File: src/rtl/cypher_stream_pkg.sv
// cypher_stream_pkg: shared types and defaults for the cypher stream bridge.
// Latency: n/a (types, constants and a helper function only).
// Backpressure: n/a.
// Holds the session FSM state enum, the 9-bit byte count type, the FIFO_DEPTH and
// FILL_BYTE defaults, and the length-byte decoder (a length byte of 0 means 256).
package cypher_stream_pkg;

    localparam int         FIFO_DEPTH_DEF = 16;
    localparam logic [7:0] FILL_BYTE_DEF  = 8'h00;

    typedef enum logic [1:0] {
        ST_IDLE   = 2'd0,
        ST_LEN    = 2'd1,
        ST_STREAM = 2'd2,
        ST_DRAIN  = 2'd3
    } state_t;

    // Nine bits so that a full 256-byte session can be counted.
    typedef logic [8:0] cnt_t;

    function automatic cnt_t len_decode(input logic [7:0] len_byte);
        return (len_byte == 8'h00) ? 9'd256 : {1'b0, len_byte};
    endfunction

endpackage

File: src/rtl/byte_fifo.sv
// byte_fifo: show-ahead byte FIFO with synchronous flush.
// Latency: a pushed byte is visible on head_dat the cycle after the push.
// Backpressure: a push while full succeeds only together with a pop; a pop while empty is ignored.
// Ports: i_Clk, i_Rst_L (sync, active-low), flush, push/push_dat, pop, head_dat, full, empty.
// DEPTH must be a power of two so the pointers wrap naturally.
module byte_fifo #(
    parameter int DEPTH = 16
) (
    input  logic       i_Clk,
    input  logic       i_Rst_L,
    input  logic       flush,
    input  logic       push,
    input  logic [7:0] push_dat,
    input  logic       pop,
    output logic [7:0] head_dat,
    output logic       full,
    output logic       empty
);

    localparam int AW = (DEPTH > 1) ? $clog2(DEPTH) : 1;
    localparam int CW = AW + 1;

    logic [7:0]    mem [DEPTH];
    logic [AW-1:0] wr_ptr;
    logic [AW-1:0] rd_ptr;
    logic [CW-1:0] count;
    logic          do_push;
    logic          do_pop;

    assign empty    = (count == '0);
    assign full     = (count == CW'(DEPTH));
    // A pop on an empty FIFO is dropped, so a simultaneous push/pop there is a push only.
    assign do_pop   = pop && !empty;
    // A pop frees the slot this push needs, so push+pop on a full FIFO both succeed.
    assign do_push  = push && (!full || do_pop);
    assign head_dat = mem[rd_ptr];

    always_ff @(posedge i_Clk) begin
        if (!i_Rst_L || flush) begin
            wr_ptr <= '0;
            rd_ptr <= '0;
            count  <= '0;
        end else begin
            if (do_push) wr_ptr <= wr_ptr + AW'(1);
            if (do_pop)  rd_ptr <= rd_ptr + AW'(1);
            case ({do_push, do_pop})
                2'b10:   count <= count + CW'(1);
                2'b01:   count <= count - CW'(1);
                default: ;
            endcase
        end
    end

    // Storage needs no reset: the pointers define what is valid.
    always_ff @(posedge i_Clk) begin
        if (do_push) mem[wr_ptr] <= push_dat;
    end

endmodule

File: src/rtl/cypher_stream_bridge.sv
// cypher_stream_bridge: SPI byte stream <-> cipher core bridge for one length-prefixed session.
// Latency: RX byte on io_plaintext 1 cycle after i_RX_DV; o_TX_DV 1 cycle after i_TX_Req.
// Backpressure: plaintext FIFO drops RX bytes when full; io_cypher_ready low when cyphertext FIFO full.
// Ports: i_Clk, i_Rst_L (sync, active-low), i_Start, i_RX_DV/i_RX_Byte, i_TX_Req,
//        o_TX_DV/o_TX_Byte, io_plaintext/io_plain_valid/io_plain_ready,
//        io_cyphertext/io_cypher_valid/io_cypher_ready, o_Busy, o_Done.
// Optional macro CYPHER_STREAM_BRIDGE_ERR_EN adds sticky o_Overflow / o_Underflow flags.
module cypher_stream_bridge
    import cypher_stream_pkg::*;
#(
    parameter int         FIFO_DEPTH = FIFO_DEPTH_DEF,
    parameter logic [7:0] FILL_BYTE  = FILL_BYTE_DEF
) (
    input  logic       i_Clk,
    input  logic       i_Rst_L,
    input  logic       i_Start,
    input  logic       i_RX_DV,
    input  logic [7:0] i_RX_Byte,
    input  logic       i_TX_Req,
    output logic       o_TX_DV,
    output logic [7:0] o_TX_Byte,
    output logic [7:0] io_plaintext,
    output logic       io_plain_valid,
    input  logic       io_plain_ready,
    input  logic [7:0] io_cyphertext,
    input  logic       io_cypher_valid,
    output logic       io_cypher_ready,
    output logic       o_Busy,
    output logic       o_Done
`ifdef CYPHER_STREAM_BRIDGE_ERR_EN
    ,
    output logic       o_Overflow,
    output logic       o_Underflow
`endif
);

    state_t state;
    state_t state_nxt;
    cnt_t   len_q;
    cnt_t   rx_cnt;
    cnt_t   tx_cnt;

    logic       p_push, p_pop, p_full, p_empty;
    logic [7:0] p_head;
    logic       c_push, c_pop, c_full, c_empty;
    logic [7:0] c_head;

    logic in_stream;
    logic in_xfer;
    logic rx_take;
    logic tx_serve;

    assign in_stream = (state == ST_STREAM);
    assign in_xfer   = (state == ST_STREAM) || (state == ST_DRAIN);

    // RX bytes only matter in STREAM and only until N have been accepted.
    assign rx_take  = i_RX_DV && in_stream && (rx_cnt != len_q) && !i_Start;
    assign p_pop    = !p_empty && io_plain_ready;
    assign p_push   = rx_take && (!p_full || p_pop);

    assign c_push   = io_cypher_valid && io_cypher_ready;
    assign tx_serve = i_TX_Req && in_xfer && !c_empty;
    assign c_pop    = tx_serve;

    assign io_plain_valid = !p_empty;
    assign io_plaintext   = p_head;

    byte_fifo #(.DEPTH(FIFO_DEPTH)) u_plain_fifo (
        .i_Clk    (i_Clk),
        .i_Rst_L  (i_Rst_L),
        .flush    (i_Start),
        .push     (p_push),
        .push_dat (i_RX_Byte),
        .pop      (p_pop),
        .head_dat (p_head),
        .full     (p_full),
        .empty    (p_empty)
    );

    byte_fifo #(.DEPTH(FIFO_DEPTH)) u_cypher_fifo (
        .i_Clk    (i_Clk),
        .i_Rst_L  (i_Rst_L),
        .flush    (i_Start),
        .push     (c_push),
        .push_dat (io_cyphertext),
        .pop      (c_pop),
        .head_dat (c_head),
        .full     (c_full),
        .empty    (c_empty)
    );

    // FSM: state register.
    always_ff @(posedge i_Clk) begin
        if (!i_Rst_L) state <= ST_IDLE;
        else          state <= state_nxt;
    end

    // FSM: next state. i_Start from any state opens (or restarts) a session.
    always_comb begin
        state_nxt = state;
        if (i_Start) begin
            state_nxt = ST_LEN;
        end else begin
            case (state)
                ST_IDLE:   state_nxt = ST_IDLE;
                ST_LEN:    if (i_RX_DV) state_nxt = ST_STREAM;
                ST_STREAM: if (rx_cnt == len_q) state_nxt = ST_DRAIN;
                ST_DRAIN:  if (tx_cnt == len_q) state_nxt = ST_IDLE;
                default:   state_nxt = ST_IDLE;
            endcase
        end
    end

    // FSM: outputs. Done is suppressed when the same cycle aborts or resets the session.
    always_comb begin
        o_Busy          = (state != ST_IDLE);
        o_Done          = (state == ST_DRAIN) && (tx_cnt == len_q) && !i_Start && i_Rst_L;
        io_cypher_ready = in_xfer && !c_full;
    end

    // Session counters and the TX byte register.
    always_ff @(posedge i_Clk) begin
        if (!i_Rst_L) begin
            len_q     <= '0;
            rx_cnt    <= '0;
            tx_cnt    <= '0;
            o_TX_DV   <= 1'b0;
            o_TX_Byte <= 8'h00;
        end else begin
            o_TX_DV <= i_TX_Req;
            if (i_TX_Req) o_TX_Byte <= tx_serve ? c_head : FILL_BYTE;

            if (i_Start) begin
                len_q  <= '0;
                rx_cnt <= '0;
                tx_cnt <= '0;
            end else begin
                if ((state == ST_LEN) && i_RX_DV) len_q <= len_decode(i_RX_Byte);
                if (p_push) rx_cnt <= rx_cnt + 9'd1;
                // Fill bytes are never counted; real bytes stop counting at N.
                if (tx_serve && (tx_cnt != len_q)) tx_cnt <= tx_cnt + 9'd1;
            end
        end
    end

`ifdef CYPHER_STREAM_BRIDGE_ERR_EN
    logic rx_drop;
    logic tx_starve;

    assign rx_drop   = rx_take && p_full && !p_pop;
    // Fill bytes sent outside a session are expected and do not flag.
    assign tx_starve = i_TX_Req && in_xfer && c_empty;

    always_ff @(posedge i_Clk) begin
        if (!i_Rst_L || i_Start) begin
            o_Overflow  <= 1'b0;
            o_Underflow <= 1'b0;
        end else begin
            if (rx_drop)   o_Overflow  <= 1'b1;
            if (tx_starve) o_Underflow <= 1'b1;
        end
    end
`endif

endmodule

File: config.mk
export PLATFORM = sky130hd
export DESIGN_NAME = cypher_stream_bridge
export DESIGN_NICKNAME = d
export VERILOG_FILES = /design/src/rtl/cypher_stream_pkg.sv /design/src/rtl/byte_fifo.sv /design/src/rtl/cypher_stream_bridge.sv
export SDC_FILE = /design/constraint.sdc
export NUM_CORES = 1
export LEC_CHECK = 0
export CAP_MARGIN = 30
export CORE_ASPECT_RATIO = 0.9
export CORE_MARGIN = 2
export CORE_UTILIZATION = 60
export CTS_CLUSTER_SIZE = 16
export DETAILED_ROUTE_END_ITERATION = 8
export GPL_ROUTABILITY_DRIVEN = 0
export PLACE_DENSITY = 0.78
export SLEW_MARGIN = 10
export SYNTH_ARGS = -nofsm -noshare
export SYNTH_HDL_FRONTEND = slang
export SYNTH_SLANG_ARGS = --single-unit
File: constraint.sdc
create_clock -name i_Clk -period 5.4 [get_ports i_Clk]
set_input_delay 0.81 -clock i_Clk [delete_from_list [all_inputs] [get_ports i_Clk]]
set_output_delay 0.81 -clock i_Clk [all_outputs]
set_load 0.02 [all_outputs]
# ---- Word level (Yosys, flattened, before mapping)
# Memory sizes are Yosys's and may differ from the RTL's. A register that Yosys moved wholly into a read port is not among the register bits.
# Index checks and enable logic that the tools add are counted.
dict set report op_classes {
  n_eq_ne 19
  add_sub_neg 10
  mux 17
  n_reduce_logical 39
  bitwise_logic 1
}
# op count
set ops {}
lappend ops {{5-bit case mux with 2 select lines} 2}
lappend ops {{9-bit by 1-bit adder with 9-bit output (second input constant)} 2}
lappend ops {{9-bit equality test} 2}
lappend ops {{1-bit logical AND} 18}
lappend ops {{9-bit != test} 2}
lappend ops {{4-bit by 1-bit adder with 4-bit output (second input constant)} 4}
lappend ops {{4-bit two-way mux} 4}
lappend ops {{5-bit by 1-bit adder with 5-bit output (second input constant)} 2}
lappend ops {{5-bit equality test (second input constant)} 2}
lappend ops {{5-bit logical NOT} 2}
lappend ops {{5-bit by 1-bit subtractor with 5-bit output (second input constant)} 2}
lappend ops {{9-bit two-way mux} 1}
lappend ops {{2-bit equality test (second input constant)} 4}
lappend ops {{8-bit logical NOT} 1}
lappend ops {{8-bit two-way mux} 1}
lappend ops {{2-bit case mux with 4 select lines} 1}
lappend ops {{2-bit by 1-bit equality test with 1-bit output (second input constant)} 3}
lappend ops {{1-bit logical NOT} 6}
lappend ops {{2-bit two-way mux} 3}
lappend ops {{3-bit by 2-bit != test with 1-bit output (second input constant)} 2}
lappend ops {{3-bit AND reduction} 2}
lappend ops {{2-bit nonzero test} 3}
lappend ops {{1-bit logical OR} 5}
lappend ops {{1-bit two-way mux} 5}
lappend ops {{other kinds (6)} 7}
dict set report word_totals {
  mem_bits_rw 256
  mem_count 2
  regBits 64
  word_cells 101
  out_inout_bits 21
}
# memory words width rd rd_clocked_by_memory_dff wr line
set memory_table {}
lappend memory_table {u_cypher_fifo.mem 16 8 1 1 1 byte_fifo.sv:23} ;# logic [7:0] mem [DEPTH];
lappend memory_table {u_plain_fifo.mem 16 8 1 1 1 byte_fifo.sv:23}

# ---- Depth between registers and ports, before layout
dict set report logic_depth {
  depth_word 9
  mapped_depth 14
  mapped_depth_nobuf 13
}

# ---- Cells and area by module
# Synthesis repeated with hierarchy kept, for this count alone.
dict set report hier_totals {
  hier_cells 882
  area_unflattened_um2 13733.2
}
# mod cells_per_inst seq_area_each_um2 area_each_um2 instances
set by_module_without_submodules {}
lappend by_module_without_submodules {{byte_fifo at u_plain_fifo} 334 4184.0 5939.4 1}
lappend by_module_without_submodules {{byte_fifo at u_cypher_fifo} 330 4184.0 5879.4 1}
lappend by_module_without_submodules {cypher_stream_bridge 218 760.7 1914.3 1}

# ---- Worst setup path before layout
# Ideal clock, no wire load.
dict set report synth_timing {
  path_type {input-to-reg}
  startpoint {input port i_Start}
  endpoint {register u_plain_fifo.count[4]}
  required_ns 5.330
  setup_slack_ns 2.353
  arrival_time_ns 2.977
  setup_ns 0.070
  path_stages 13
  path_buffers 1
  cell_sequence {nand2b_1 -> a21oi_1 -> o311a_1 -> inv_2 -> ha_1 -> clkbuf_1 -> xor2_1 -> ha_1 -> nand2b_1 -> a21boi_0 -> o21a_1 -> or4_1 -> a21oi_1}
}
dict set report synth_between {
  elab_chain_len 6
  word_cells_on_any_way 9
  cone_classes {2 x eq/ne; 1 x mux; 6 x reduce/logical}
}
# element line
set synth_rtl {}
lappend synth_rtl {{start: declaration} cypher_stream_bridge.sv:16} ;# input logic i_Start,
lappend synth_rtl {{1-bit logical NOT} cypher_stream_bridge.sv:57} ;# assign rx_take = i_RX_DV && in_stream && (rx_cnt != len_q) && !i_Start;
lappend synth_rtl {{1-bit logical AND} cypher_stream_bridge.sv:57}
lappend synth_rtl {{1-bit logical AND} cypher_stream_bridge.sv:59} ;# assign p_push = rx_take && (!p_full || p_pop);
lappend synth_rtl {{1-bit logical AND} byte_fifo.sv:35} ;# assign do_push = push && (!full || do_pop);
lappend synth_rtl {{2-bit by 1-bit equality test with 1-bit output or 2-bit equality test (tied branches)} byte_fifo.sv:46} ;# case ({do_push, do_pop})
lappend synth_rtl {{5-bit case mux with 2 select lines or 2-bit nonzero test (tied branches)} n/a}
lappend synth_rtl {{end signal: assignment} byte_fifo.sv:47} ;# 2'b10: count <= count + CW'(1);
lappend synth_rtl {{end signal: assignment} byte_fifo.sv:48} ;# 2'b01: count <= count - CW'(1);
lappend synth_rtl {{end: declaration} byte_fifo.sv:26} ;# logic [CW-1:0] count;
# Several ways; a longest one is shown, not always the timed one.
# A chain may end at the register's enable or synchronous reset.

==> tab_implementation.tex <==
\begin{tabular}{lr}
\hline
Metric & Value \\
\hline
\multicolumn{2}{l}{\textbf{Floorplanning}} \\
\quad Area enclosed by the die boundary & 23,700 µm² \\
\quad Initial core utilization & 0.606 \\
\quad Core region area & 22,300 µm² \\
\quad Std cell rows & 52 \\
\quad Die Y & 146 µm \\
\quad Die boundary width & 162 µm \\
\quad Ports placed on the boundary & 44 \\
\multicolumn{2}{l}{\textbf{Yosys}} \\
\quad Part of the Yosys area used for sequential elements & 0.677 \\
\quad Area contributors post-synth & sky130\_fd\_sc\_hd\_\_edfxtp\_1 (57\%), sky130\_fd\_sc\_hd\_\_dfxtp\_1 (11\%), sky130\_fd\_sc\_hd\_\_mux4\_2 (9.4\%), sky130\_fd\_sc\_hd\_\_mux4\_1 (4.7\%), sky130\_fd\_sc\_hd\_\_ha\_1 (2.2\%) \\
\quad Adder and majority gate portion of the synthesized area & 0.0237 \\
\quad Mux cell area share after synthesis & 0.145 \\
\quad Share of the synthesized area in compound gates (AO/OA/AOI/OAI) & 0.0420 \\
\quad Cells after synthesis & 811 \\
\quad Combinational family with the most area after synthesis & multiplexers \\
\quad Most instantiated flip-flop cell in the synthesis netlist & sky130\_fd\_sc\_hd\_\_edfxtp\_1 \\
\quad Synth cell count leaders & sky130\_fd\_sc\_hd\_\_edfxtp\_1 (256), sky130\_fd\_sc\_hd\_\_dfxtp\_1 (72), sky130\_fd\_sc\_hd\_\_nor2\_1 (63), sky130\_fd\_sc\_hd\_\_mux4\_2 (56), sky130\_fd\_sc\_hd\_\_nand2\_1 (44) \\
\quad Number of distinct standard cells referenced by the synthesized netlist & 53 \\
\quad Yosys top cell by area & sky130\_fd\_sc\_hd\_\_edfxtp\_1 \\
\quad Most frequent cell after synthesis & sky130\_fd\_sc\_hd\_\_edfxtp\_1 \\
\quad Synthesized area per cell & 16.6 µm² \\
\quad Total nets after synthesis & 859 \\
\quad Number of flops mapped to enable cells by yosys & 256 \\
\quad Post-synthesis xor/xnor area fraction & 0.0227 \\
\quad Mapped Area & 13,500 µm² \\
\quad Simple-gate portion of the synthesized area & 0.0676 \\
\quad Synthesis-stage register bit count & 328 \\
\quad Proportion of synthesized flip-flops having asynchronous set or reset & 0 \\
\quad YS warnings & 0 \\
\quad Synth top area share & 0.570 \\
\multicolumn{2}{l}{\textbf{Timing}} \\
\quad Number of max-slew violations in the final report & 0 \\
\quad Slew margin rel. & 0.398 \\
\quad Worst clock skew & 0.0154 ns \\
\quad Final hold slack & 0.480 ns \\
\quad Slew at the pin with the worst max-slew slack & 0.900 ns \\
\quad Highest clock frequency the design can meet & 237 MHz \\
\quad Number of failing setup endpoints in the final timing report & 0 \\
\quad RSZ-0062 raised after global routing & no \\
\quad Minimum clock period & 4.22 ns \\
\quad Tcrit/Tclk final & 0.782 \\
\quad Hold violation count in the final report & 0 \\
\quad Final TNS setup & 0 ns \\
\multicolumn{2}{l}{\textbf{Layout}} \\
\quad Share of cells above drive strength 1 & 0.135 \\
\quad Number of nets in the layout & 908 \\
\quad Number of diodes & 0 \\
\quad Area added between synthesis and finish & 12.7\% \\
\quad Number of standard cells in the layout, taps in and fillers out & 1,180 \\
\multicolumn{2}{l}{\textbf{Critical path}} \\
\quad Type of element launching the critical path & flip-flop \\
\quad Critical Path Sink Type & primary output \\
\quad Endpoint required time on the critical path & 4.59 ns \\
\quad Worst setup slack for register-to-register paths & 1.75 ns \\
\quad Worst Path Max Fanout & 21 \\
\quad Worst Path Class, Setup & flip-flop to primary output \\
\quad Data arrival at the endpoint of the critical path & 3.41 ns \\
\quad R2r worst-path depth & 12 \\
\quad Endpoint of the worst-slack reg-to-reg timing path & u\_plain\_fifo.count[4] \\
\quad Launch point of the worst reg-to-reg path & u\_plain\_fifo.count[1] \\
\multicolumn{2}{l}{\textbf{Worst hold path}} \\
\quad Number of cells traversed by the worst hold path & 1 \\
\quad Startpoint of the most critical hold path & o\_TX\_Byte[1] \\
\quad Hold WC Path Type & flip-flop to flip-flop \\
\quad Sink of the worst hold path & o\_TX\_Byte[1] \\
\multicolumn{2}{l}{\textbf{CTS}} \\
\quad \# clock sinks & 328 \\
\quad Count of hold buffers inserted by post-cts repair & 0 \\
\quad Htree depth & 1 \\
\quad Total clock buffers created by CTS & 31 \\
\quad Worst-skew pair later-pin latency & 0.55 ns \\
\quad Clock buffer depth & 3 \\
\quad Clk pin slew, worst setup/hold paths & 0.07 ns \\
\quad Post-CTS setup buffer count & 0 \\
\quad Root Driver & sky130\_fd\_sc\_hd\_\_clkbuf\_16 \\
\quad Resized Gates After CTS & 0 \\
\quad CTS tree & done \\
\multicolumn{2}{l}{\textbf{Pwr}} \\
\quad Clock Power Share & 0.429 \\
\quad Logic gate share of total power & 0.020 \\
\quad Worst-case vdd ir drop & 0.304 mV \\
\quad Portion of total power attributed to sequential cells & 0.550 \\
\quad Cell-internal power & 3.99 mW \\
\quad Leakage power & 4.91 nW \\
\quad Fraction of power spent switching nets & 0.194 \\
\quad Power per Cell Area & 326 nW/µm² \\
\quad Power dissipated by switching net loads & 0.961 mW \\
\multicolumn{2}{l}{\textbf{Global route}} \\
\quad Antenna violations before repair & 0 \\
\quad Maximum number of pins on one net before global-route repair & 54 \\
\quad Global-route wire length before repair & 42.6 mm \\
\quad Number of global-route vias before repair & 7,555 \\
\quad GRT Resource Usage Total & 0.235 \\
\quad Global route overflow & 0 \\
\multicolumn{2}{l}{\textbf{Job}} \\
\quad Max-cap viol count & 0 \\
\multicolumn{2}{l}{\textbf{Placement}} \\
\quad Placed cell count & 1,122 \\
\quad Hpwl dp & 17.8 mm \\
\quad Port Buffers & 43 \\
\multicolumn{2}{l}{\textbf{Route}} \\
\quad Antenna-violating nets left & 0 \\
\quad Average wire per cell in the routed design & 23.1 µm \\
\quad Number of detailed-routing iterations run before antenna repair & 7 \\
\quad Number of DRC markers after the initial detailed-route iteration & 555 \\
\quad Vias per inst & 6.21 \\
\quad Vias & 7,333 \\
\quad Sum of routed wire length over all layers & 27.2 mm \\
\quad Drt drc & 0 \\
\multicolumn{2}{l}{\textbf{Status}} \\
\quad Run status & completed \\
\hline
\end{tabular}
critical path: stages (launching register included):
cell                              delay (ns)
sky130_fd_sc_hd__dfxtp_2                0.83
sky130_fd_sc_hd__buf_4                  0.40
sky130_fd_sc_hd__mux4_2                 0.59
sky130_fd_sc_hd__mux4_2                 0.49
sky130_fd_sc_hd__clkdlybuf4s50_1        0.55
cell type report:
| cell class | instances | area (µm²) |
|---|---|---|
| flip-flops and latches | 328 | 9130 |
| fillers | 1475 | 7050 |
| multi-input cells | 419 | 4070 |
| clock buffers | 38 | 802 |
| repair buffers | 57 | 551 |
| well taps | 297 | 372 |
| clock inverters | 18 | 186 |
| inverters | 23 | 86.3 |
cells in the final DEF, fill, tap and decap left out, drive strengths merged, types with 8 or more instances in the layout:
cell and instances:
nand3 15, mux4 80, clkdlybuf4s50 43, nand4 10
nand2 44, nor3 13, buf 14, edfxtp 256
a21oi 29, nor2 63, clkbuf 38, inv 24
o21ai 9, dfxtp 72, xnor2 16, ha 24
xor2 19, nand2b 9, a32o 8, clkinv 11
sequential cells by signal, indices dropped and copies added, names as in the netlist, named ones only:
register and count:
o_TX_DV 1, u_plain_fifo.mem 128, u_plain_fifo.rd_ptr 4, u_cypher_fifo.count 5
u_cypher_fifo.wr_ptr 4, u_cypher_fifo.mem 128, u_cypher_fifo.rd_ptr 4, rx_cnt 9
state 2, len_q 9, o_TX_Byte 8, tx_cnt 9
u_plain_fifo.wr_ptr 4, u_plain_fifo.count 5
metal layers:
layer,GRT usage,share of wire
met1,0.304,0.40
met2,0.411,0.52
met3,0.0341,0.052
met4,0.0827,0.035
met5,0,0
cell families (layout without fill, tap and decap cells):
group,count (synthesis),count (layout)
compound gates,80,80
flops,328,328
xor+xnor,35,35
fa+ha+maj,25,25
mux,87,87
buf+inv,64,136
simple gates,192,192
power groups by stage:
stage	sequential (mW)	combinational, mW	clock (mW)
floorplan	2.78	0.0369	0
global placement	2.78	0.0917	0
detailed placement	2.78	0.0992	0
CTS	2.72	0.0996	2.15
global route	2.72	0.110	2.26
finish	2.72	0.101	2.13
stage by stage:
stage / power [mW] / utilization / cell area, µm² / setup slack (ns)
after global placement: 2.87 / 0.636 / 14100 / 1.23
final: 4.95 / 0.683 / 15200 / 1.18
after global routing: 5.09 / 0.683 / 15200 / 0.987
after CTS: 4.98 / 0.681 / 15200 / 1.08
after floorplan: 2.82 / - / 13500 / 2.35
after detailed placement: 2.88 / 0.637 / 14200 / 1.01
worst max path at each step:
stage | slack (ns) | endpoint | from | depth (start not counted)
after floorplan | 2.35 | u_plain_fifo.count[4] | i_Start | 13
after global placement | 1.23 | u_plain_fifo.count[4] | i_RX_DV | 13
after detailed placement | 1.01 | u_plain_fifo.count[4] | i_RX_DV | 13
after CTS | 1.08 | io_plaintext[0] | flip-flop | 4
after global routing | 0.99 | io_plaintext[4] | flip-flop | 4
final | 1.18 | io_plaintext[0] | flip-flop | 4
Power figures use the tool's default switching activity.
